File: src/rtl/bit_serial_add_ctrl_pkg.sv
// Shared state encoding and width helper for the bit-serial adder controller.
package bit_serial_add_ctrl_pkg;

    typedef enum logic [1:0] {
        ST_IDLE = 2'd0,
        ST_RUN  = 2'd1,
        ST_DONE = 2'd2
    } bsa_state_e;

    // Counter / cfg width: must hold the value DATA_WIDTH itself.
    function automatic int bsa_cnt_w(input int data_width);
        return $clog2(data_width + 1);
    endfunction

endpackage

File: src/rtl/full_adder.sv
// One-bit full adder; the single arithmetic cell reused every cycle by the serial adder.
module full_adder (
    input  logic a_i,
    input  logic b_i,
    input  logic cin_i,
    output logic sum_o,
    output logic cout_o
);

    assign sum_o  = a_i ^ b_i ^ cin_i;
    assign cout_o = (a_i & b_i) | (cin_i & (a_i ^ b_i));

endmodule

File: src/rtl/bit_serial_add_ctrl.sv
// Bit-serial n-bit adder: one full_adder stepped LSB first with a registered carry.
// Optional signed-overflow output enabled by defining BIT_SERIAL_ADD_OVERFLOW_EN.
module bit_serial_add_ctrl
    import bit_serial_add_ctrl_pkg::*;
#(
    parameter int DATA_WIDTH = 16,
    parameter int CNT_W      = bsa_cnt_w(DATA_WIDTH)
) (
    input  logic                  clk,
    input  logic                  reset,
    input  logic                  in_valid,
    output logic                  in_ready,
    input  logic [DATA_WIDTH-1:0] in_a,
    input  logic [DATA_WIDTH-1:0] in_b,
    input  logic                  in_cin,
    input  logic [CNT_W-1:0]      cfg_bits,
    output logic                  out_valid,
    input  logic                  out_ready,
    output logic [DATA_WIDTH-1:0] out_sum,
    output logic                  out_carry
`ifdef BIT_SERIAL_ADD_OVERFLOW_EN
    ,
    output logic                  out_overflow
`endif
);

    localparam logic [CNT_W-1:0] DW_C = CNT_W'(DATA_WIDTH);

    bsa_state_e            state_q, state_d;
    logic [DATA_WIDTH-1:0] a_q, b_q, sum_q;
    logic [CNT_W-1:0]      cnt_q, n_q, n_eff;
    logic                  carry_q;
    logic                  fa_sum, fa_carry;
    logic                  accept, release_out, last_bit;

    // Zero or oversize widths fall back to the full datapath width.
    assign n_eff       = (cfg_bits == '0 || cfg_bits > DW_C) ? DW_C : cfg_bits;
    assign accept      = in_valid & in_ready;
    assign release_out = out_valid & out_ready;
    assign last_bit    = (cnt_q == n_q - CNT_W'(1));

    full_adder u_cell (
        .a_i    (a_q[0]),
        .b_i    (b_q[0]),
        .cin_i  (carry_q),
        .sum_o  (fa_sum),
        .cout_o (fa_carry)
    );

    always_ff @(posedge clk) begin
        if (!reset) state_q <= ST_IDLE;
        else        state_q <= state_d;
    end

    always_comb begin
        state_d   = state_q;
        in_ready  = 1'b0;
        out_valid = 1'b0;
        case (state_q)
            ST_IDLE: begin
                in_ready = 1'b1;
                if (in_valid) state_d = ST_RUN;
            end
            ST_RUN: begin
                if (last_bit) state_d = ST_DONE;
            end
            ST_DONE: begin
                out_valid = 1'b1;
                if (out_ready) state_d = ST_IDLE;
            end
            default: state_d = ST_IDLE;
        endcase
    end

    // Operands shift right so the cell always sees bit 0; the sum is placed at cnt.
    always_ff @(posedge clk) begin
        if (!reset) begin
            a_q     <= '0;
            b_q     <= '0;
            sum_q   <= '0;
            carry_q <= 1'b0;
            cnt_q   <= '0;
            n_q     <= '0;
        end else if (accept) begin
            a_q     <= in_a;
            b_q     <= in_b;
            carry_q <= in_cin;
            n_q     <= n_eff;
            cnt_q   <= '0;
        end else if (state_q == ST_RUN) begin
            a_q     <= a_q >> 1;
            b_q     <= b_q >> 1;
            carry_q <= fa_carry;
            sum_q   <= sum_q | (DATA_WIDTH'(fa_sum) << cnt_q);
            cnt_q   <= cnt_q + CNT_W'(1);
        end else if (release_out) begin
            sum_q   <= '0;
            carry_q <= 1'b0;
        end
    end

    assign out_sum   = sum_q;
    assign out_carry = carry_q;

`ifdef BIT_SERIAL_ADD_OVERFLOW_EN
    logic ovf_q;

    // carry_q on the last step is the carry into the top active bit.
    always_ff @(posedge clk) begin
        if (!reset)                              ovf_q <= 1'b0;
        else if (state_q == ST_RUN && last_bit) ovf_q <= carry_q ^ fa_carry;
        else if (release_out)                   ovf_q <= 1'b0;
    end

    assign out_overflow = ovf_q;
`endif

endmodule

File: config.mk
export PLATFORM = sky130hd
export DESIGN_NAME = bit_serial_add_ctrl
export DESIGN_NICKNAME = d
export VERILOG_FILES = /design/src/rtl/bit_serial_add_ctrl_pkg.sv /design/src/rtl/full_adder.sv /design/src/rtl/bit_serial_add_ctrl.sv
export SDC_FILE = /design/constraint.sdc
export NUM_CORES = 1
export LEC_CHECK = 0
export CORE_MARGIN = 1.5
export CORE_UTILIZATION = 40
export CTS_CLUSTER_SIZE = 40
export DETAILED_ROUTE_END_ITERATION = 6
export PLACE_DENSITY = 0.66
export SYNTH_ARGS = -nofsm -noshare
export SYNTH_HDL_FRONTEND = slang
export SYNTH_SLANG_ARGS = --single-unit
File: constraint.sdc
create_clock -name clk -period 4.05 [get_ports clk]
set_input_delay 1.215 -clock clk [delete_from_list [all_inputs] [get_ports clk]]
set_output_delay 1.215 -clock clk [all_outputs]
set_load 0.01 [all_outputs]
; ---- After elaboration in Yosys (flattened, before gate mapping)
; Cells that the tools add are included.
[totals]
register_bits = 61
in_bits = 42
out_inout_bits = 19
[op_classes]
n_addsub = 2
order_cmp = 1
eq_ne = 6
shift = 1
muxes = 16
n_bitwise = 10
n_reduce_logical = 9
[ops]
columns = operator, count
row1 = $mux W16, 6
row2 = $or A16 B16 Y16, 1
row3 = $shl A1 B5 Y16, 1
row4 = $mux W2, 3
row5 = $ne A2 B2 Y1 const B, 3
row6 = $pmux W2 S3, 1
row7 = $add A5 B1 Y5 const B, 1
row8 = $eq A5 B5 Y1, 1
row9 = $gt A5 B5 Y1 const B, 1
row10 = $logic_not A5 Y1, 1
row11 = $mux W1, 5
row12 = $mux W5, 1
row13 = $sub A5 B1 Y5 const B, 1
row14 = $and A1 B1 Y1, 4
row15 = $reduce_bool A2 Y1, 2
row16 = $reduce_and A3 Y1, 1
row17 = $reduce_bool A3 Y1, 1
row18 = $eq A2 B1 Y1 const B, 1
row19 = $eq A2 B2 Y1 const B, 1
row20 = $logic_not A2 Y1, 1
row21 = $not A1 Y1, 2
row22 = $reduce_and A2 Y1, 1
row23 = $reduce_or A2 Y1, 1
row24 = $xor A1 B1 Y1, 2
row25 = other kinds (2), 2

; ---- Depth between registers and ports, before layout
[depth]
ltp_word = 6
depth_mapped = 6

; ---- Hierarchy
; From an unflattened synthesis, not the netlist that was laid out.
[unflattened]
hier_cells = 291
area_unflattened_um2 = 2672.6
[modules_own_cells]
columns = mod, n_inst, cells_per_inst, area_per_inst_um2, seq_area_each_um2
row1 = bit_serial_add_ctrl, 1, 290, 2652.5, 1221.2
row2 = full_adder, 1, 1, 20.0, 0.0

; ---- Least setup slack after synthesis
; No wires, ideal clock.
[synth_path]
path_type = in2reg
start = in cfg_bits[0]
end = reg n_q[0]
setup_time_ps = 70
arrival_ps = 2294
t_required_ps = 3980
path_slack_ps = 1686
cell_stages = 4
n_path_buf = 0
path_cell_list = or4_1 ha_1 nand3b_1 a21boi_1
[synth_between]
elab_chain_cells = 3
[synth_rtl]
columns = element, line
row1 = "start, declared", bit_serial_add_ctrl.sv:16  ; input logic [CNT_W-1:0] cfg_bits,
row2 = $gt A5 B5 Y1 or $logic_not A5 Y1 (tied branches), bit_serial_add_ctrl.sv:37  ; assign n_eff = (cfg_bits == '0 || cfg_bits > DW_C) ? DW_C : cfg_bits;
row3 = $logic_or A1 B1 Y1, bit_serial_add_ctrl.sv:37
row4 = $mux W5 *, bit_serial_add_ctrl.sv:37
row5 = "end signal, assigned", bit_serial_add_ctrl.sv:88  ; n_q <= n_eff;
row6 = "end, declared", bit_serial_add_ctrl.sv:31  ; logic [CNT_W-1:0] cnt_q, n_q, n_eff;
; Mark *: on every way between the ends. The rest lies on a longest branch, timed or not.
; A chain may end at the register's enable or synchronous reset.

; ---- Worst setup path in the final report
[layout_path]
start = reg state_q[1]
end = out out_valid
[layout_between]
elab_chain_cells = 2
[layout_rtl]
columns = element, line
row1 = "start, declared", bit_serial_add_ctrl.sv:29  ; bsa_state_e state_q, state_d;
row2 = "start signal, assigned", bit_serial_add_ctrl.sv:52  ; else state_q <= state_d;
row3 = $eq A2 B2 Y1, bit_serial_add_ctrl.sv:59  ; case (state_q)
row4 = $mux W1, bit_serial_add_ctrl.sv:59
row5 = "end, declared", bit_serial_add_ctrl.sv:17  ; output logic out_valid,
; No other way between the ends.

==> qor.yml <==
outcome: "finished, violations left"
failed_checks: "DRC"
dp_slack_ns: 1.200
rsz0062_at_grt: "no"
syn-cell-area_mm2: 0.002721
cts_root_buf: "clkbuf_8"
num_rows: 29
cp-end-kind: "output pin"
hold_violations: 0
vias_per_cell: 5.322
dieArea_mm2: 0.007307
clk-insertion-delay-late_ns: 0.33
fin_skew_ns: 0.008601
wl_per_cell_um: 13.88
finalPower_mw: 1.465
drc: 3
nNetsFinal: 390
top_layer: "met4"
slowest_delay_ns: 0.57
ioPinCount: 61
crit_required_ns: 2.83
cp_slowest_cell: "dfxtp_1"
fin_tns_setup_ns: 0
yosysSeqAreaShare: 0.4487
async_flop_share: 0
period_share: 0.7311
timing.hold.ws_ns: 0.4547
hold_class: "reg -> reg"
total_leakage_power_nw: 1.320
cp-start-kind: "flip-flop"
yosys.area.top_type_share: 0.4487
finalWorstSetupSlack_ns: 1.089
grt_overflow: 0
ir_drop_v: 0.0002401
drtIter0Drc: 135
critPathKind: "reg -> out"
grt_max_degree: 31
rrSetupSlack_ns: 1.98
cts_setup_buffers: 0
p_per_area_mw_per_mm2: 412.8
synth_cell_types: 45
cts-resized-gates: 0
worstPathArrival_ns: 1.75
cts_num_sinks: 61
portBuffers: 60
grt_pass1_wl_um: 10070
fp.dieH_um: 85.48
tightest_slew_ns: 0.8347
dr.pass1.iters: 7
max_freq_mhz: 337.7
slew_headroom: 0.4410
hpwl_um: 4105
finalCriticalPeriod_ns: 2.961
critical_path_peak_fanout: 9
synth_top_family_by_area: "compound AO/OA/AOI/OAI gates"
synth-xor-area-share: 0.03218
cts_buffer_depth: 2
dieWidth_um: 85.48
synth_area_leader_cell: "dfxtp_1"
hold_buffers: 0
place.gp.congestion: 0.6991
core_mm2: 0.006459
m1WireLength_um: 2865
wl_met3_um: 307
route.antenna.remaining_nets: 0
area_growth_pct: 30.44
synth_edf_count: 0
synth_fp_nets: 336
start_util: 0.4213
grt_use_total: 0.1732
numCtsBuffers: 9
max_cap_viol_count: 0
synthAdderAreaFrac: 0.02115
yosysWarnings: 0
drt_wl_total_um: 5911
synth_compound_area_frac: 0.2676
antenna_found_initial: 0
layout-drive-gt1-share: 0.08883
grt_pass1_vias: 2131
wl_met2_um: 2690
maxSlewViolCount: 0
ys.flop_type: "dfxtp_1"
clk_pin_slew_ns: 0.06
synth-seq-cells: 61
netlist_instances: 290
synthMuxAreaShare: 0
cp_cell_sequence: "nor2b_1 -> clkdlybuf4s50_1"
nFillCells: 620
syn_area_per_cell_um2: 9.384
cts_tree: "done"
yosys.area_share.simple: 0.1738
htreeDepth: 3
synth_area_leaders: "dfxtp_1, a21boi_1, a22oi_1"
diodes: 0
final-setup-viol-count: 0
vias: 2267
## report_power, final
part	total, mW	switching, mW	leakage, nW	internal, mW
combinational	0.202	0.0984	0.706	0.103
clock	0.607	0.229	0.116	0.378
sequential	0.656	0.0235	0.498	0.633
## cells by family (layout without fill, tap and decap cells)
| group | after synthesis | in the layout |
|---|---|---|
| XOR/XNOR | 10 | 10 |
| AO/OA/AOI/OAI | 95 | 95 |
| buffers and inverters | 25 | 84 |
| flip-flops | 61 | 61 |
| AND/OR/NAND/NOR | 95 | 95 |
| adder cells (fa/ha/maj) | 4 | 4 |
## layout make-up
| class | instances | area (um^2) | area share |
|---|---|---|---|
| Inverter | 3 | 11.26 | 0.003172 |
| Multi-Input combinational cell | 204 | 1358 | 0.3824 |
| Timing Repair Buffer | 65 | 638.1 | 0.1798 |
| Clock buffer | 12 | 155.1 | 0.04371 |
| Clock inverter | 4 | 70.07 | 0.01974 |
| Tap cell | 77 | 96.34 | 0.02714 |
| Sequential cell | 61 | 1221 | 0.3440 |
## final timing paths
check	from	endpoint	cells past startpoint
worst max-delay path	state_q[1]	out_valid	2
worst min-delay path	a_q[7]	a_q[7]	2
worst max register to register	state_q[0]	b_q[0]	4
worst min register to register	a_q[7]	a_q[7]	2
## layout by cell type, fill, tap and decap left out, types with 2 or more instances in the layout
cell type | netlist | routed
a21boi_0 | 2 | 2
a21boi_1 | 35 | 35
a21oi_1 | 6 | 6
a22o_1 | 7 | 7
a22oi_1 | 31 | 31
a31oi_1 | 2 | 2
buf_4 | 5 | 5
bufinv_16 | 0 | 2
clkbuf_8 | 0 | 11
clkdlybuf4s50_1 | 0 | 60
clkinv_2 | 0 | 2
dfxtp_1 | 61 | 61
ha_1 | 3 | 3
inv_1 | 3 | 3
nand2_1 | 48 | 48
nand3_1 | 3 | 3
nand3b_1 | 6 | 6
nand4_1 | 2 | 2
nor2_1 | 18 | 17
nor2b_1 | 5 | 4
nor3_1 | 3 | 3
xnor2_1 | 5 | 5
xor2_1 | 5 | 5
## sequential cells by signal, summed over array words and instances (netlist names)
register,cells
n_q,5
out_sum,16
b_q,16
out_carry,1
state_q,2
cnt_q,5
a_q,16
## per-stage QoR
stage / cells / util / area, um^2
6_report: 426 / 0.5496 / 3550
5_1_grt: 426 / 0.5496 / 3550
4_1_cts: 426 / 0.5496 / 3550
3_5_place_dp: 410 / 0.5147 / 3324
3_3_place_gp: 410 / 0.5147 / 3324
2_1_floorplan: 290 / - / 2721
## worst max-delay path: cells and delay by family (launching register included)
| family | cells | cell delay (ns) |
|---|---|---|
| flip-flops | 1 | 0.57 |
| AND/OR/NAND/NOR | 1 | 0.27 |
| buffers and inverters | 1 | 0.57 |
## synth_stat cells, types with 2 or more instances
master,n
nand4_1,2
a21boi_1,35
ha_1,3
clkbuf_1,4
a22oi_1,31
inv_1,3
nand2_1,48
a22o_1,7
buf_4,5
nor2b_1,5
nor3_1,3
a21oi_1,6
buf_2,9
nor2_1,18
dfxtp_1,61
xnor2_1,5
xor2_1,5
nand3b_1,6
a21boi_0,2
a31oi_1,2
buf_6,4
nand3_1,3
## routing by layer
metal / vias up / GRT usage
li1: 1140 / -
met1: 1057 / 0.2462
met2: 63 / 0.2527
met3: 7 / 0.03696
met4: 0 / 0.07478
met5: - / 0
Power figures use the tool's default switching activity.
